$ cat src/rtl/jls_seq_pkg.sv
// rtl/jls_seq_pkg.sv - shared state type, size limits and counter widths for the JPEG-LS frame sequencer
package jls_seq_pkg;

  typedef enum logic [2:0] {IDLE, SOF, PIX, GAP, DRAIN} seq_state_t;

  localparam int CMD_W_BITS = 15;
  localparam int CMD_H_BITS = 14;
  localparam int DIM_BITS   = 14;

  localparam logic [CMD_W_BITS-1:0] MIN_W = 15'd5;
  localparam logic [CMD_W_BITS-1:0] MAX_W = 15'd16384;
  localparam logic [CMD_H_BITS-1:0] MIN_H = 14'd1;
  localparam logic [CMD_H_BITS-1:0] MAX_H = 14'd16383;

  // MAX_H is the largest value cmd_h can carry, so only the lower bound needs a compare.
  function automatic logic size_legal(input logic [CMD_W_BITS-1:0] w,
                                      input logic [CMD_H_BITS-1:0] h);
    return (w >= MIN_W) && (w <= MAX_W) && (h >= MIN_H);
  endfunction

endpackage

$ cat src/rtl/jls_frame_sequencer_if.sv
// rtl/jls_frame_sequencer_if.sv - command, pixel stream and encoder-side signals of the frame sequencer
interface jls_frame_sequencer_if;
  import jls_seq_pkg::*;

  logic                  cmd_valid;
  logic                  cmd_ready;
  logic [CMD_W_BITS-1:0] cmd_w;
  logic [CMD_H_BITS-1:0] cmd_h;
  logic                  cmd_err;
  logic                  s_valid;
  logic                  s_ready;
  logic [7:0]            s_data;
  logic                  enc_sof;
  logic [DIM_BITS-1:0]   enc_w;
  logic [DIM_BITS-1:0]   enc_h;
  logic                  enc_e;
  logic [7:0]            enc_x;
  logic                  enc_o_e;
  logic                  enc_o_last;
  logic                  busy;
  logic                  frame_done;

  modport slave (
    input  cmd_valid, cmd_w, cmd_h, s_valid, s_data, enc_o_e, enc_o_last,
    output cmd_ready, cmd_err, s_ready, enc_sof, enc_w, enc_h, enc_e, enc_x, busy, frame_done
  );

  modport master (
    output cmd_valid, cmd_w, cmd_h, s_valid, s_data, enc_o_e, enc_o_last,
    input  cmd_ready, cmd_err, s_ready, enc_sof, enc_w, enc_h, enc_e, enc_x, busy, frame_done
  );

endinterface

$ cat src/rtl/jls_seq_raster_cnt.sv
// rtl/jls_seq_raster_cnt.sv - column/row raster position counter; last flags the final pixel of the frame
module jls_seq_raster_cnt
  import jls_seq_pkg::*;
(
  input  logic                clk,
  input  logic                rst,
  input  logic                load,
  input  logic                step,
  input  logic [DIM_BITS-1:0] w_m1,
  input  logic [DIM_BITS-1:0] h_m1,
  output logic                last
);

  logic [DIM_BITS-1:0] col;
  logic [DIM_BITS-1:0] row;
  logic                col_wrap;

  assign col_wrap = (col == w_m1);
  assign last     = col_wrap && (row == h_m1);

  always_ff @(posedge clk or posedge rst) begin
    if (rst) begin
      col <= '0;
      row <= '0;
    end else if (load) begin
      col <= '0;
      row <= '0;
    end else if (step) begin
      if (col_wrap) begin
        col <= '0;
        row <= row + 14'd1;
      end else begin
        col <= col + 14'd1;
      end
    end
  end

endmodule

$ cat src/rtl/jls_frame_sequencer.sv
// rtl/jls_frame_sequencer.sv - frame sequencer feeding jls_encoder; JLS_SEQ_STATS_EN adds frame/word statistics outputs
module jls_frame_sequencer
  import jls_seq_pkg::*;
#(
  parameter int SOF_CYCLES = 368,
  parameter int GAP_CYCLES = 16,
  parameter bit WAIT_LAST  = 1'b1
) (
  input  logic clk,
  input  logic rst,
  jls_frame_sequencer_if.slave bus
`ifdef JLS_SEQ_STATS_EN
  ,
  output logic [15:0] stat_frames,
  output logic [31:0] stat_words
`endif
);

  localparam int SOF_CW = (SOF_CYCLES > 1) ? $clog2(SOF_CYCLES) : 1;
  localparam int GAP_CW = (GAP_CYCLES > 1) ? $clog2(GAP_CYCLES) : 1;
  localparam logic [SOF_CW-1:0] SOF_LOAD = SOF_CW'(SOF_CYCLES - 1);
  localparam logic [GAP_CW-1:0] GAP_LOAD = GAP_CW'((GAP_CYCLES > 0) ? GAP_CYCLES - 1 : 0);

  seq_state_t          state;
  seq_state_t          state_n;
  logic [SOF_CW-1:0]   sof_cnt;
  logic [GAP_CW-1:0]   gap_cnt;
  logic [DIM_BITS-1:0] w_m1;
  logic [DIM_BITS-1:0] h_m1;
  logic                cmd_hs;
  logic                cmd_ok;
  logic                sof_enter;
  logic                pix_hs;
  logic                pix_last;
  logic                frame_end;
  logic                last_seen;

  assign bus.cmd_ready = (state == IDLE);
  assign bus.s_ready   = (state == PIX);
  assign bus.busy      = (state != IDLE);

  assign cmd_hs    = bus.cmd_valid && bus.cmd_ready;
  assign cmd_ok    = size_legal(bus.cmd_w, bus.cmd_h);
  assign sof_enter = cmd_hs && cmd_ok;
  assign pix_hs    = bus.s_valid && bus.s_ready;
  assign frame_end = bus.enc_o_e && bus.enc_o_last;

  jls_seq_raster_cnt u_raster (
    .clk  (clk),
    .rst  (rst),
    .load (sof_enter),
    .step (pix_hs),
    .w_m1 (w_m1),
    .h_m1 (h_m1),
    .last (pix_last)
  );

  always_ff @(posedge clk or posedge rst) begin
    if (rst) begin
      state <= IDLE;
    end else begin
      state <= state_n;
    end
  end

  always_comb begin
    state_n = state;
    case (state)
      IDLE:    if (sof_enter) state_n = SOF;
      SOF:     if (sof_cnt == '0) state_n = PIX;
      PIX: begin
        if (pix_hs && pix_last) begin
          if (GAP_CYCLES > 0) state_n = GAP;
          else                state_n = WAIT_LAST ? DRAIN : IDLE;
        end
      end
      GAP:     if (gap_cnt == '0) state_n = WAIT_LAST ? DRAIN : IDLE;
      DRAIN:   if (last_seen || frame_end) state_n = IDLE;
      default: state_n = IDLE;
    endcase
  end

  // last_seen keeps an o_last that lands before DRAIN from being missed.
  always_ff @(posedge clk or posedge rst) begin
    if (rst) begin
      sof_cnt   <= '0;
      gap_cnt   <= '0;
      w_m1      <= '0;
      h_m1      <= '0;
      last_seen <= 1'b0;
    end else begin
      if (sof_enter) begin
        sof_cnt <= SOF_LOAD;
        w_m1    <= DIM_BITS'(bus.cmd_w - 15'd1);
        h_m1    <= bus.cmd_h - 14'd1;
      end else if (state == SOF && sof_cnt != '0) begin
        sof_cnt <= sof_cnt - SOF_CW'(1);
      end

      if (state == PIX) begin
        gap_cnt <= GAP_LOAD;
      end else if (state == GAP && gap_cnt != '0) begin
        gap_cnt <= gap_cnt - GAP_CW'(1);
      end

      if (sof_enter) begin
        last_seen <= 1'b0;
      end else if (frame_end) begin
        last_seen <= 1'b1;
      end
    end
  end

  // Encoder drive is registered from the current state, so it trails the state by one cycle.
  always_ff @(posedge clk or posedge rst) begin
    if (rst) begin
      bus.enc_sof    <= 1'b0;
      bus.enc_w      <= '0;
      bus.enc_h      <= '0;
      bus.enc_e      <= 1'b0;
      bus.enc_x      <= '0;
      bus.cmd_err    <= 1'b0;
      bus.frame_done <= 1'b0;
    end else begin
      bus.enc_sof    <= (state == SOF);
      bus.enc_w      <= (state == SOF) ? w_m1 : '0;
      bus.enc_h      <= (state == SOF) ? h_m1 : '0;
      bus.enc_e      <= pix_hs;
      bus.enc_x      <= pix_hs ? bus.s_data : '0;
      bus.cmd_err    <= cmd_hs && !cmd_ok;
      bus.frame_done <= frame_end;
    end
  end

`ifdef JLS_SEQ_STATS_EN
  always_ff @(posedge clk or posedge rst) begin
    if (rst) begin
      stat_frames <= '0;
      stat_words  <= '0;
    end else begin
      if (frame_end) begin
        stat_frames <= stat_frames + 16'd1;
      end
      if (bus.enc_o_e && stat_words != '1) begin
        stat_words <= stat_words + 32'd1;
      end
    end
  end
`endif

endmodule
$ cat src/flat_wrapper.sv
// flat-port wrapper written by rule: the top's interface ports become plain ports
module jls_frame_sequencer_flat import jls_seq_pkg::*;
#(
  parameter int SOF_CYCLES = 368,
  parameter int GAP_CYCLES = 16,
  parameter bit WAIT_LAST  = 1'b1
)
  (clk, rst, bus_cmd_valid, bus_cmd_w, bus_cmd_h, bus_s_valid, bus_s_data, bus_enc_o_e, bus_enc_o_last, bus_cmd_ready, bus_cmd_err, bus_s_ready, bus_enc_sof, bus_enc_w, bus_enc_h, bus_enc_e, bus_enc_x, bus_busy, bus_frame_done);
  jls_frame_sequencer_if bus_i ();
  input  logic clk;
  input  logic rst;
  input wire logic [$bits(bus_i.cmd_valid)-1:0] bus_cmd_valid;
  input wire logic [$bits(bus_i.cmd_w)-1:0] bus_cmd_w;
  input wire logic [$bits(bus_i.cmd_h)-1:0] bus_cmd_h;
  input wire logic [$bits(bus_i.s_valid)-1:0] bus_s_valid;
  input wire logic [$bits(bus_i.s_data)-1:0] bus_s_data;
  input wire logic [$bits(bus_i.enc_o_e)-1:0] bus_enc_o_e;
  input wire logic [$bits(bus_i.enc_o_last)-1:0] bus_enc_o_last;
  output wire logic [$bits(bus_i.cmd_ready)-1:0] bus_cmd_ready;
  output wire logic [$bits(bus_i.cmd_err)-1:0] bus_cmd_err;
  output wire logic [$bits(bus_i.s_ready)-1:0] bus_s_ready;
  output wire logic [$bits(bus_i.enc_sof)-1:0] bus_enc_sof;
  output wire logic [$bits(bus_i.enc_w)-1:0] bus_enc_w;
  output wire logic [$bits(bus_i.enc_h)-1:0] bus_enc_h;
  output wire logic [$bits(bus_i.enc_e)-1:0] bus_enc_e;
  output wire logic [$bits(bus_i.enc_x)-1:0] bus_enc_x;
  output wire logic [$bits(bus_i.busy)-1:0] bus_busy;
  output wire logic [$bits(bus_i.frame_done)-1:0] bus_frame_done;
  assign bus_i.cmd_valid = bus_cmd_valid;
  assign bus_i.cmd_w = bus_cmd_w;
  assign bus_i.cmd_h = bus_cmd_h;
  assign bus_i.s_valid = bus_s_valid;
  assign bus_i.s_data = bus_s_data;
  assign bus_i.enc_o_e = bus_enc_o_e;
  assign bus_i.enc_o_last = bus_enc_o_last;
  assign bus_cmd_ready = bus_i.cmd_ready;
  assign bus_cmd_err = bus_i.cmd_err;
  assign bus_s_ready = bus_i.s_ready;
  assign bus_enc_sof = bus_i.enc_sof;
  assign bus_enc_w = bus_i.enc_w;
  assign bus_enc_h = bus_i.enc_h;
  assign bus_enc_e = bus_i.enc_e;
  assign bus_enc_x = bus_i.enc_x;
  assign bus_busy = bus_i.busy;
  assign bus_frame_done = bus_i.frame_done;
  jls_frame_sequencer #(.SOF_CYCLES(SOF_CYCLES), .GAP_CYCLES(GAP_CYCLES), .WAIT_LAST(WAIT_LAST)) u_core (.clk(clk), .rst(rst), .bus(bus_i));
endmodule
$ cat config.mk
export PLATFORM = sky130hd
export DESIGN_NAME = jls_frame_sequencer_flat
export DESIGN_NICKNAME = d
export VERILOG_FILES = /design/src/rtl/jls_seq_pkg.sv /design/src/rtl/jls_frame_sequencer_if.sv /design/src/rtl/jls_seq_raster_cnt.sv /design/src/rtl/jls_frame_sequencer.sv /design/src/flat_wrapper.sv
export SDC_FILE = /design/constraint.sdc
export NUM_CORES = 1
export LEC_CHECK = 0
export BUFFER_PORTS_ARGS = -buffer_cell sky130_fd_sc_hd__buf_2
export CORE_MARGIN = 3
export CORE_UTILIZATION = 25
export CTS_BUF_LIST = sky130_fd_sc_hd__clkbuf_2 sky130_fd_sc_hd__clkbuf_4 sky130_fd_sc_hd__clkbuf_8
export DETAILED_ROUTE_END_ITERATION = 10
export GPL_TIMING_DRIVEN = 0
export REMOVE_ABC_BUFFERS = 1
export SLEW_MARGIN = 5
export SYNTH_ARGS = -nofsm -noshare
export SYNTH_HDL_FRONTEND = slang
export SYNTH_SLANG_ARGS = --single-unit
$ cat constraint.sdc
create_clock -name clk -period 8.09 [get_ports clk]
set_input_delay 0.809 -clock clk [delete_from_list [all_inputs] [get_ports clk]]
set_output_delay 0.809 -clock clk [all_outputs]
set_load 0.05 [all_outputs]
* Word level (Yosys, flattened, before mapping) *
Cells that the tools add are included.

word-level totals
  input bits = 43
  output and inout bits = 43
  logic and storage cells = 82
  register bits = 113

operators by class
  reductions and logical operators = 26
  add/subtract/negate cells = 6
  muxes and demuxes = 21
  eq/ne operators = 11
  order comparisons = 3

operators with widths
  cell                                                                 count
  2-to-1 mux 14 bit                                                    8
  adder 14 x 1 -> 14 bit (second input constant)                       2
  equality test 14 bit                                                 2
  subtractor 14 x 1 -> 14 bit (second input constant)                  2
  2-to-1 mux 9 bit                                                     2
  greater-or-equal comparator 15 x 3 -> 1 bit (second input constant)  1
  less-or-equal comparator 15 bit (second input constant)              1
  2-to-1 mux 3 bit                                                     5
  one-hot mux 3 bit (5 select lines)                                   1
  greater-or-equal comparator 14 x 1 -> 1 bit (second input constant)  1
  logical AND 1 bit                                                    11
  nonzero test 2 bit                                                   5
  zero test 9 bit                                                      1
  nonzero test 9 bit                                                   1
  subtractor 9 x 1 -> 9 bit (second input constant)                    1
  2-to-1 mux 4 bit                                                     2
  2-to-1 mux 8 bit                                                     1
  equality test 3 x 2 -> 1 bit (second input constant)                 2
  != test 2 x 1 -> 1 bit (second input constant)                       3
  AND reduction 5 bit                                                  1
  zero test 4 bit                                                      1
  != test 2 bit (second input constant)                                2
  nonzero test 4 bit                                                   1
  subtractor 4 x 1 -> 4 bit (second input constant)                    1
  8 further kinds                                                      9

* Longest topological paths before layout *
Gate-level depths: netlist of the first run.

  word-level depth = 6
  depth in mapped cells = 9
  gate-level depth less buffers = 7

* By module *
Synthesis of the first run repeated with hierarchy kept, for this count alone.

second synthesis, totals
  cells, all modules = 514
  area, all modules = 5590.4 um2

modules (own cells, without submodules)
  module               cells each  seq. area each (um2)  area each (um2)  instances
  jls_frame_sequencer  316         2127.0                3783.6           1
  jls_seq_raster_cnt   198         700.7                 1806.7           1

* Worst setup path before layout of the first run *
OpenSTA, ideal clock, no wires.

  path type = in2reg
  from = input port bus_cmd_w[1]
  to = register u_core.w_m1[0]
  data arrival time = 2.350 ns
  library setup time = 0.129 ns
  path buffers = 2
  stages on the path = 9
  setup slack = 5.611 ns
  data required time = 7.961 ns
  cells stage by stage = inv_1 > ha_1 > nor2b_1 > o311a_1 > a311oi_1 > or2_1 > clkbuf_1 > buf_2 > o21ai_0

on the way
  word-level cells in the longest chain between the ends = 4
  elaborated cells on any way between the ends = 5
  classes of those cells = 2 x order compare; 3 x reduce/logical

ends and longest elaborated chain
  what                                                                                            RTL line                   RTL
  start, declared                                                                                 flat_wrapper.sv:13         input wire logic [$bits(bus_i.cmd_w)-1:0] bus_cmd_w;
  greater-or-equal comparator 15 x 3 -> 1 bit or less-or-equal comparator 15 bit (tied branches)  jls_seq_pkg.sv:18          return (w >= MIN_W) && (w <= MAX_W) && (h >= MIN_H);
  logical AND 1 bit (*) (2 in a row)                                                              jls_seq_pkg.sv:18
  logical AND 1 bit (*)                                                                           jls_frame_sequencer.sv:44  assign sof_enter = cmd_hs && cmd_ok;
  end signal, assigned                                                                            jls_frame_sequencer.sv:94  w_m1 <= DIM_BITS'(bus.cmd_w - 15'd1);
  end, declared                                                                                   jls_frame_sequencer.sv:28  logic [DIM_BITS-1:0] w_m1;

Every way passes the cells marked *; elsewhere a longest branch is shown, timed or not.
A chain may end at the register's enable or synchronous reset.

* Worst setup path after layout of the first run *
  from = input port bus_cmd_w[4]
  to = register u_core.h_m1[3]

on the way
  word-level cells in the longest chain between the ends = 4
  elaborated cells on any way between the ends = 5
  classes of those cells = 2 x order compare; 3 x reduce/logical

ends and longest elaborated chain
  what                                                                                            RTL line                   RTL
  greater-or-equal comparator 15 x 3 -> 1 bit or less-or-equal comparator 15 bit (tied branches)  jls_seq_pkg.sv:18
  logical AND 1 bit (*) (2 in a row)                                                              jls_seq_pkg.sv:18
  logical AND 1 bit (*)                                                                           jls_frame_sequencer.sv:44
  end signal, assigned                                                                            jls_frame_sequencer.sv:95  h_m1 <= bus.cmd_h - 14'd1;
  end, declared                                                                                   jls_frame_sequencer.sv:29  logic [DIM_BITS-1:0] h_m1;

Marked as above.

==> results of run 1 <==
cell usage in the layout (no fill, tap or decap), types with 3 or more instances in the layout:
cell,n
clkbuf_8,18
inv_1,16
and2_1,39
xnor2_1,31
nand3_1,14
bufinv_16,4
nor3_1,22
ha_1,9
nand2_1,35
nor3b_1,4
o21ai_0,56
clkinv_4,3
nor2_1,32
or4_1,3
xor2_1,32
mux2i_1,13
a31oi_1,4
nand4_1,14
nor4b_1,3
clkinvlp_4,3
a21oi_1,10
nor4_1,19
dfrtp_1,113
and3_1,6
o21ai_1,7
and4_1,3
buf_2,85
worst register-to-register path: stages (launching register included):
cell       delay [ns]
dfrtp_1          0.51
nand4bb_1        0.79
inv_1            1.00
nand4_1          0.25
o41ai_1          0.32
or3_1            0.15
final cells by class:
cell class              instances  area share [%]
repair buffers                 89           7.380
clock inverters                12           2.680
inverters                      18           1.065
multi-input cells             398           38.39
flip-flops and latches        113           41.49
clock buffers                  20           3.855
well taps                     280           5.140
logic make-up after synthesis:
logic type | after synthesis
compound gates | 97
xor+xnor | 63
fa+ha+maj | 9
buf+inv | 47
flops | 113
mux | 14
simple gates | 215
where the power goes:
| group | total [mW] | switching, mW | internal (mW) |
|---|---|---|---|
| combinational | 0.0515 | 0.0328 | 0.0187 |
| clock | 0.598 | 0.245 | 0.353 |
| sequential | 0.565 | 0.0000571 | 0.565 |
routing by layer:
| layer | up-vias | track usage (%) |
|---|---|---|
| met5 | - | 0 |
| met4 | 0 | 3.659 |
| met3 | 8 | 2.607 |
| met2 | 82 | 17.38 |
| met1 | 2133 | 15.49 |
| li1 | 2126 | - |
worst min-delay path by stage:
stage | cells after the start | from | endpoint
floorplan | 2 | u_core.last_seen$_DFFE_PP0P_ | u_core.last_seen$_DFFE_PP0P_
global placement | 2 | u_core.last_seen$_DFFE_PP0P_ | u_core.last_seen$_DFFE_PP0P_
detailed placement | 2 | u_core.last_seen$_DFFE_PP0P_ | u_core.last_seen$_DFFE_PP0P_
CTS | 2 | rst | u_core.bus.enc_x[3]$_DFF_PP0_
global route | 2 | rst | u_core.bus.enc_x[3]$_DFF_PP0_
finish | 2 | rst | u_core.bus.enc_x[3]$_DFF_PP0_
per-stage QoR:
step / hold slack [ns] / setup WS (ns)
final: 0.4006 / 4.564
after floorplan: 0.4668 / 3.727
after detailed placement: 0.4887 / 4.103
after global placement: 0.4844 / 0.7129
after global routing: 0.4009 / 4.320
after CTS: 0.3828 / 4.573
state kept, by name (all words and copies together) (netlist names):
| name | count |
|---|---|
| u_core.w_m1 | 14 |
| u_core.bus.cmd_err | 1 |
| u_core.sof_cnt | 9 |
| u_core.bus.enc_sof | 1 |
| u_core.gap_cnt | 4 |
| u_core.u_raster.col | 14 |
| u_core.last_seen | 1 |
| u_core.bus.enc_x | 8 |
| u_core.state | 3 |
| u_core.bus.enc_h | 14 |
| u_core.bus.frame_done | 1 |
| u_core.bus.enc_e | 1 |
| u_core.u_raster.row | 14 |
| u_core.h_m1 | 14 |
| u_core.bus.enc_w | 14 |
==> summary.txt, run 1 <==
Post-Route WL = 13.30 mm
final instance area = 6815 um^2
Final period util = 43.58%
status = completed
Yosys top cell by area = dfrtp_1
top-count cell post-synth = dfrtp_1
Synth area leaders = dfrtp_1 (50%), o21ai_0 (5.0%), xor2_1 (5.0%)
number of buffers added on ports = 85
largest net degree at the start of global routing = 69
uppermost layer routed = met4
Critical Path, Cell by Cell = buf_2 -> nor4_1 -> a31oi_1 -> a311oi_4 -> buf_16 -> or2_1 -> o21ai_0
synth-to-layout area growth = 21.31%
Detailed Place HPWL = 9.444 mm
Iter 0 DRT Violations = 230
total area of sequential cells = 2828 um^2
Tmin final = 3.526 ns
Hold Path Class = in -> async
Placer Congestion = 0.7637
setup violators final = 0
synthesized netlist cell count = 558
Routed Antenna Nets = 0
Antenna diodes = 0
Die H = 155.9 um
end of the critical path = u_core.h_m1[3]$_DFFE_PP0N_
RSZ-0062 raised after global routing = false
die area = 24310 um^2
Post-route DRC = 0
drt first pass iters = 4
area post-placement = 6370 um^2
Max Fclk = 283.6 MHz
CP Class = in -> reg
Crit. End Element = flip-flop
Worst Setup SP = bus_cmd_w[4]
static leakage = 3.239 nW
Levels on crit path = 7
clk_skew = 0.01635 ns
Final Power = 1.214 mW
post-synthesis sequential area ratio = 50.33%
Longest Clk Path Bufs = 2
Worst R2R End = u_core.state[0]$_DFFE_PP0P_
maximum vdd drop = 0.07920 mV
slowest CP cell = or2_1
CORE AREA = 21960 um^2
Post-CTS Setup Inserts = 0
Avg WL per Cell = 14.30 um
CTS tree = done
syn_area_per_cell = 10.07 um^2
Rows = 54
post-synthesis mux area share = 2.517%
root buf cell = clkbuf_8
reg2reg path depth = 5
post-synth top area share = 50.33%
CP bufs+invs = 2
synthesis-stage register bit count = 113
CTS Hold Bufs = 0
fin. max-slew vios = 0
Crit Path Max Fanout = 34
maxcap violations = 0
ys async rst share = 100.0%
Final Hold Fails = 0
largest family of logic cells by synthesized area = simple AND/OR/NAND/NOR gates
TritonCTS Buffers = 17
met2 WL = 6.092 mm
total negative slack = 0 ns
Total Routing Usage GR = 11.21%
wl on met1 = 6.563 mm
Worst-Skew Late Latency = 0.43 ns
initial antenna violation count = 0
fillcell total = 2253
Layout Utilization = 31.04%
Non-Filler Instances = 930
vias per cell = 4.676
crit-path max cell delay = 0.88 ns
Critical R2R Launch = u_core.state[1]$_DFFE_PP0P_
first-pass GRT wire length = 21.76 mm
layout cell share with drive strength beyond 1 = 21.38%
Worst Path Arrival = 3.78 ns
power per standard cell area = 178.1 nW/um^2
delay-heaviest family, CP = simple AND/OR/NAND/NOR gates
simple-gate area share of the yosys netlist = 21.69%
number of synthesized flops with an enable pin = 0
crit path launch type = input pin
critical path required time = 8.35 ns
post-synthesis xor/xnor area fraction = 9.822%
Multi-input gate area = 2616 um^2
CTS HTree Levels = 4
Cells after DPL = 898
CTS clk-pin slew, worst paths = 0.07 ns
Final #Nets = 689
warnings from Yosys = 0
post-synthesis compound-gate area fraction = 10.00%
Synth cell types = 59
most common flop cell mapped by yosys = dfrtp_1
Starting Density = 25.58%
R2R setup slack = 5.00 ns
remaining global-route overflow = 0
CTS resizes = 0
post-synthesis adder-cell area fraction = 2.004%
top cells by count, synth = dfrtp_1 (113), o21ai_0 (56), and2_1 (39)
vias in the first global route = 4138
via count = 4349
Slew @ Worst Pin = 1.149 ns
Slew headroom = 23.42%
Syn Std Cell Area = 5618 um^2
Die Wd = 155.9 um
WL met3 = 506 um
boundary pin count = 86
clock sink count = 113
(Power assumes the default switching activity.)
==> run 2, diff against run 1 <==
Clock period 8.09 ns to 3.2 ns, I/O delays scaled along.
==> run 2 against run 1 <==
  * First-iteration DRC count increased by 0.87%
  * Final cell count grew 0.11%
  * Critical path depth shrank 3
  * Clock skew barely moved
  * Clock-buffer cell count did not move
  * Non-clock buffer count rose by 1
  * Total power rose to 2.5 times the previous value
  * Utilization up 0.063 points
  * Via count increased by 0.28%
  * Critical path type is now reg -> reg
  * Critical endpoint is now u_core.u_raster.col[3]$_DFFE_PP0P_
  * Largest cell class unchanged
  * Highest routed layer unchanged
==> summary.txt, run 2 (synthesis results as in run 1) <==
status = completed
busiest grt layer = met2
critical path required time = 3.49 ns (-4.86 ns)
via count = 4361 (+0.28%)
worst hold slack = 0.1050 ns (-0.2956 ns)
clock sink count = 113 (unchanged)
static leakage = 3.234 nW (-0.18%)
TritonCTS Buffers = 17 (unchanged)
CTS HTree Levels = 4 (unchanged)
fin. max-slew vios = 0 (unchanged)
Die H = 155.9 um (unchanged)
layout cell share with drive strength beyond 1 = 21.66% (+0.27 points)
Cells after DPL = 898 (unchanged)
Slew @ Worst Pin = 1.012 ns (-0.1370 ns)
Hold Path Class = in -> reg
Total Routing Usage GR = 11.22% (+0.012 points)
Critical R2R Launch = u_core.state[1]$_DFFE_PP0P_
setup violators final = 0 (unchanged)
Detailed Place HPWL = 9.444 mm (unchanged)
reg2reg path depth = 4 (-1)
Layout Utilization = 31.10% (+0.063 points)
remaining global-route overflow = 0 (unchanged)
hold-critical path endpoint = u_core.bus.enc_x[6]$_DFF_PP0_
Die Wd = 155.9 um (unchanged)
delay-heaviest family, CP = simple AND/OR/NAND/NOR gates
Worst R2R End = u_core.u_raster.col[3]$_DFFE_PP0P_
maximum vdd drop = 0.1998 mV (+150%)
CTS tree = done
Critical Path, Cell by Cell = nand4bb_1 -> clkinvlp_4 -> a41oi_1 -> a2111oi_0
Antenna diodes = 0 (unchanged)
vias in the first global route = 4150 (+0.29%)
Levels on crit path = 4 (-3)
Iter 0 DRT Violations = 232 (+0.87%)
Worst Path Arrival = 3.18 ns (-0.60 ns)
Hold Crit Start = bus_s_data[6]
Routed Antenna Nets = 0 (unchanged)
Post-route DRC = 0 (unchanged)
crit-path max cell delay = 0.84 ns (-0.04 ns)
Max Fclk = 345.5 MHz
boundary pin count = 86 (unchanged)
Final #Nets = 690 (+0.15%)
Avg WL per Cell = 14.32 um (+0.19%)
Hold Path Cell Cnt = 2
power per standard cell area = 449.6 nW/um^2 (+150%)
area post-placement = 6370 um^2 (unchanged)
met3 GRT Util = 2.607% (unchanged)
RSZ-0062 raised after global routing = false
total negative slack = 0 ns (unchanged)
first-pass GRT wire length = 21.79 mm (+0.13%)
Starting Density = 25.58% (unchanged)
Crit. End Element = flip-flop
clk_skew = 0.01660 ns (+0.0002497 ns)
R2R setup slack = 0.31 ns (-4.69 ns)
initial antenna violation count = 0 (unchanged)
CP Class = reg -> reg
synth-to-layout area growth = 21.56%
GR Util met1 = 15.49% (unchanged)
Placer Congestion = 0.7637 (unchanged)
largest net degree at the start of global routing = 69 (unchanged)
Final Hold Fails = 0 (unchanged)
most frequent cells in the layout = dfrtp_1 (113), buf_2 (85), o21ai_0 (56)
Tmin final = 2.894 ns
final instance area = 6829 um^2 (+0.20%)
Crit Path Max Fanout = 24 (-29%)
Worst-Skew Late Latency = 0.43 ns (about the same)
CP bufs+invs = 1 (-1)
maxcap violations = 0 (unchanged)
Slew headroom = 32.16% (+8.7 points)
drt first pass iters = 4 (unchanged)
fillcell total = 2250 (-0.13%)
root buf cell = clkbuf_8
die area = 24310 um^2 (unchanged)
crit path launch type = flip-flop
Rows = 54 (unchanged)
Post-Route WL = 13.33 mm (+0.29%)
number of buffers added on ports = 85 (unchanged)
vias per cell = 4.684 (+0.17%)
Non-Filler Instances = 931 (+0.11%)
commonest non-fill, non-tap cell in the layout = dfrtp_1
slowest CP cell = nand4bb_1
Final period util = 90.45%
CTS clk-pin slew, worst paths = 0.07 ns (about the same)
Longest Clk Path Bufs = 2 (unchanged)
met2 GRT Util = 17.42% (+0.041 points)
CORE AREA = 21960 um^2 (unchanged)
run 2: cell types whose count changed in the layout (fill, tap and decap cells not counted), sizes merged:
cell and change:
dlygate4sd3 +1, inv -1, clkinvlp +1
run 2: final cells by class:
class	count	area, um^2	share of cell area, %
flip-flops and latches	113	2828	41.41
repair buffers	90	513.0	7.512
clock inverters	12	182.7	2.675
clock buffers	20	262.8	3.848
multi-input cells	398	2616	38.31
well taps	280	350.3	5.130
inverters	18	76.32	1.118
run 2: how the worst max path moves through the flow:
stage	startpoint	endpoint	slack (ns)
2_1_floorplan	bus_cmd_w[1]	u_core.state[0]$_DFFE_PP0P_	-0.67
5_1_grt	u_core.state[1]$_DFFE_PP0P_	u_core.u_raster.col[3]$_DFFE_PP0P_	0.02
6_report	u_core.state[1]$_DFFE_PP0P_	u_core.u_raster.col[3]$_DFFE_PP0P_	0.31
3_5_place_dp	bus_cmd_w[4]	u_core.h_m1[9]$_DFFE_PP0N_	-0.30
4_1_cts	bus_cmd_w[4]	u_core.w_m1[9]$_DFFE_PP0N_	0.17
3_3_place_gp	bus_cmd_w[1]	u_core.u_raster.col[3]$_DFFE_PP0P_	-3.69
run 2: repair_timing:
item,in CTS,in global routing
setup buffers,0,0
setup endpoints to repair,0,26
hold buffers,1,0
gates resized for setup,0,2
endpoints found under the hold margin,45,0
run 2: power by group:
group	total (mW)	switching, mW	leakage [nW]	internal, mW
Combinational	0.131	0.0833	1.48	0.0480
Sequential	1.43	0.000144	1.54	1.43
Clock	1.51	0.620	0.216	0.891
run 2: stage by stage:
step | setup slack, ns | power, mW
finish | 0.3057 | 3.070
global placement | -3.688 | 1.576
floorplan | -0.6743 | 1.513
CTS | 0.1723 | 3.122
global route | 0.02260 | 3.195
detailed placement | -0.2981 | 1.589
run 2: routing by layer:
metal	vias to the layer above	routed length (um)	share of wire, %
met2	89	6074	46
met1	2138	6529	49
met3	8	597	4.5
met5	-	0	0
li1	2126	-	-
met4	0	133	1.0
==> run 3, diff against run 2 <==
Settings changed: BUFFER_PORTS_ARGS -buffer_cell sky130_fd_sc_hd__buf_2 to not set, DONT_BUFFER_PORTS set to 1.
Clock period 3.2 ns to 2.6 ns, I/O delays scaled along.
==> run 3 against run 2 <==
  * Setup slack lost 0.14 ns
  * Critical path type unchanged
  * Final cell count shrank 5.8%
  * Routed wire length grew 5.4%
  * Critical path depth grew 1
  * Sequential share of layout area grew 0.93 points
==> summary.txt, run 3 (synthesis results as in run 1) <==
Critical R2R Launch = u_core.u_raster.col[2]$_DFFE_PP0P_
CTS tree = done
crit path launch type = flip-flop
WL met3 = 775 um (+30%)
number of buffers added on ports = 0 (-100%)
largest net degree at the start of global routing = 87 (+26%)
met2 WL = 6.579 mm (+8.3%)
Post-Route WL = 14.06 mm (+5.4%)
Slew @ Worst Pin = 0.7056 ns (-0.3062 ns)
Avg WL per Cell = 16.03 um (+12%)
Die Wd = 155.9 um (unchanged)
Die H = 155.9 um (unchanged)
uppermost layer routed = met4
layout cell share with drive strength beyond 1 = 10.22% (-11 points)
Max Fclk = 411.4 MHz (+19%)
setup violators final = 0 (unchanged)
Post-CTS Setup Inserts = 0 (unchanged)
Detailed Place HPWL = 9.269 mm (-1.9%)
hold-critical path endpoint = u_core.w_m1[12]$_DFFE_PP0N_
power per standard cell area = 532.9 nW/um^2 (+19%)
Cells after DPL = 813 (-9.5%)
RSZ-0062 raised after global routing = false
Starting Density = 25.58% (unchanged)
Tmin final = 2.431 ns (-0.4633 ns)
vias per cell = 4.804 (+2.6%)
Worst-Skew Late Latency = 0.44 ns (about the same)
CP Class = reg -> reg
commonest non-fill, non-tap cell in the layout = dfrtp_1
Crit. End Element = flip-flop
Slew headroom = 52.75% (+21 points)
Non-Filler Instances = 877 (-5.8%)
total area of sequential cells = 2829 um^2 (about the same)
critical path required time = 2.97 ns (-0.52 ns)
CORE AREA = 21960 um^2 (unchanged)
fillcell total = 2249 (-0.044%)
Routed Antenna Nets = 0 (unchanged)
Hold Path Cell Cnt = 2 (unchanged)
die area = 24310 um^2 (unchanged)
status = completed
via count = 4213 (-3.4%)
Rows = 54 (unchanged)
Antenna diodes = 0 (unchanged)
Crit Path Max Fanout = 11 (-54%)
clock sink count = 113 (unchanged)
Worst R2R End = u_core.u_raster.row[12]$_DFFE_PP0P_
Worst Path Arrival = 2.80 ns (-0.38 ns)
most frequent cells in the layout = dfrtp_1 (112), o21ai_0 (56), and2_1 (39)
Final Hold Fails = 0 (unchanged)
Placer Congestion = 0.7460 (-2.3%)
initial antenna violation count = 0 (unchanged)
wl on met1 = 6.536 mm (+0.11%)
CTS clk-pin slew, worst paths = 0.08 ns (about the same)
maxcap violations = 0 (unchanged)
boundary pin count = 86 (unchanged)
worst hold slack = 0.03251 ns (-0.07249 ns)
Hold Crit Start = bus_cmd_w[12]
Multi-input gate area = 2666 um^2 (+1.9%)
first-pass GRT wire length = 22.56 mm (+3.5%)
Iter 0 DRT Violations = 241 (+3.9%)
Total Routing Usage GR = 11.72% (+0.50 points)
static leakage = 2.945 nW (-8.9%)
Longest Clk Path Bufs = 2 (unchanged)
maximum vdd drop = 0.3389 mV (+70%)
TritonCTS Buffers = 17 (unchanged)
Hold Path Class = in -> reg
CTS HTree Levels = 4 (unchanged)
remaining global-route overflow = 0 (unchanged)
root buf cell = clkbuf_8
Final #Nets = 636 (-7.8%)
clk_skew = 0.01667 ns (+0.00006500 ns)
fin. max-slew vios = 0 (unchanged)
reg2reg path depth = 5 (+1)
Final period util = 93.50% (+3.1 points)
drt first pass iters = 4 (unchanged)
R2R setup slack = 0.17 ns (-0.14 ns)
vias in the first global route = 4149 (-0.024%)
Post-route DRC = 0 (unchanged)
synth-to-layout area growth = 18.93%
run 3: what timing repair did:
action	CTS	global route
resized for setup	6	5
hold buffers	30	0
endpoints found under the setup margin	67	25
cloned	1	1
endpoints found under the hold margin	56	0
pin swaps	1	1
run 3: cell type report:
type	instances	area share [%]
Clock buffer	18	3.708
Clock inverter	14	2.172
Inverter	18	1.161
Multi-Input combinational cell	400	39.91
Sequential cell	113	42.34
Tap cell	280	5.243
Timing Repair Buffer	34	5.468
run 3: metrics by stage:
| step | utilization [%] | TNS [ns] | area [um^2] | worst slack, ns | power (mW) |
|---|---|---|---|---|---|
| 2_1_floorplan | - | -127.62 | 5482 | -1.214 | 1.863 |
| 3_3_place_gp | 26.56 | -463.53 | 5832 | -3.908 | 1.887 |
| 3_5_place_dp | 27.01 | -22.00 | 5932 | -0.4927 | 1.899 |
| 4_1_cts | 30.31 | 0 | 6656 | 0.02585 | 3.633 |
| 5_1_grt | 30.43 | 0 | 6681 | 0.03872 | 3.722 |
| 6_report | 30.43 | 0 | 6681 | 0.1691 | 3.561 |
run 3: where the power goes:
part	total, mW	switching, mW	internal (mW)
registers	1.76	0.00315	1.76
logic	0.144	0.0809	0.0627
clock network	1.66	0.842	0.815
total	3.56	0.926	2.63
run 3: routing by layer:
metal / global-route usage, % / up-vias
met5: 0 / -
met4: 3.659 / 0
met3: 3.079 / 13
met2: 17.92 / 104
met1: 16.26 / 2081
li1: - / 2015
run 3: how the worst max path moves through the flow:
stage	start	to	slack [ns]	depth (start not counted)
after floorplan	bus_cmd_w[1]	u_core.state[0]$_DFFE_PP0P_	-1.21	7
after global placement	bus_cmd_w[6]	u_core.u_raster.col[3]$_DFFE_PP0P_	-3.91	5
after detailed placement	u_core.state[1]$_DFFE_PP0P_	u_core.h_m1[9]$_DFFE_PP0N_	-0.49	6
after CTS	u_core.state[0]$_DFFE_PP0P_	u_core.u_raster.row[10]$_DFFE_PP0P_	0.03	5
after global routing	u_core.u_raster.col[2]$_DFFE_PP0P_	u_core.u_raster.row[12]$_DFFE_PP0P_	0.04	5
final	u_core.u_raster.col[2]$_DFFE_PP0P_	u_core.u_raster.row[12]$_DFFE_PP0P_	0.17	5
run 3: worst max-delay path, stage by stage (launching register included):
cell and delay [ns]:
dfrtp_1 0.49, xor2_1 0.21, nor4_4 0.40, nand4_1 0.48, or4_4 0.64, a21oi_2 0.13
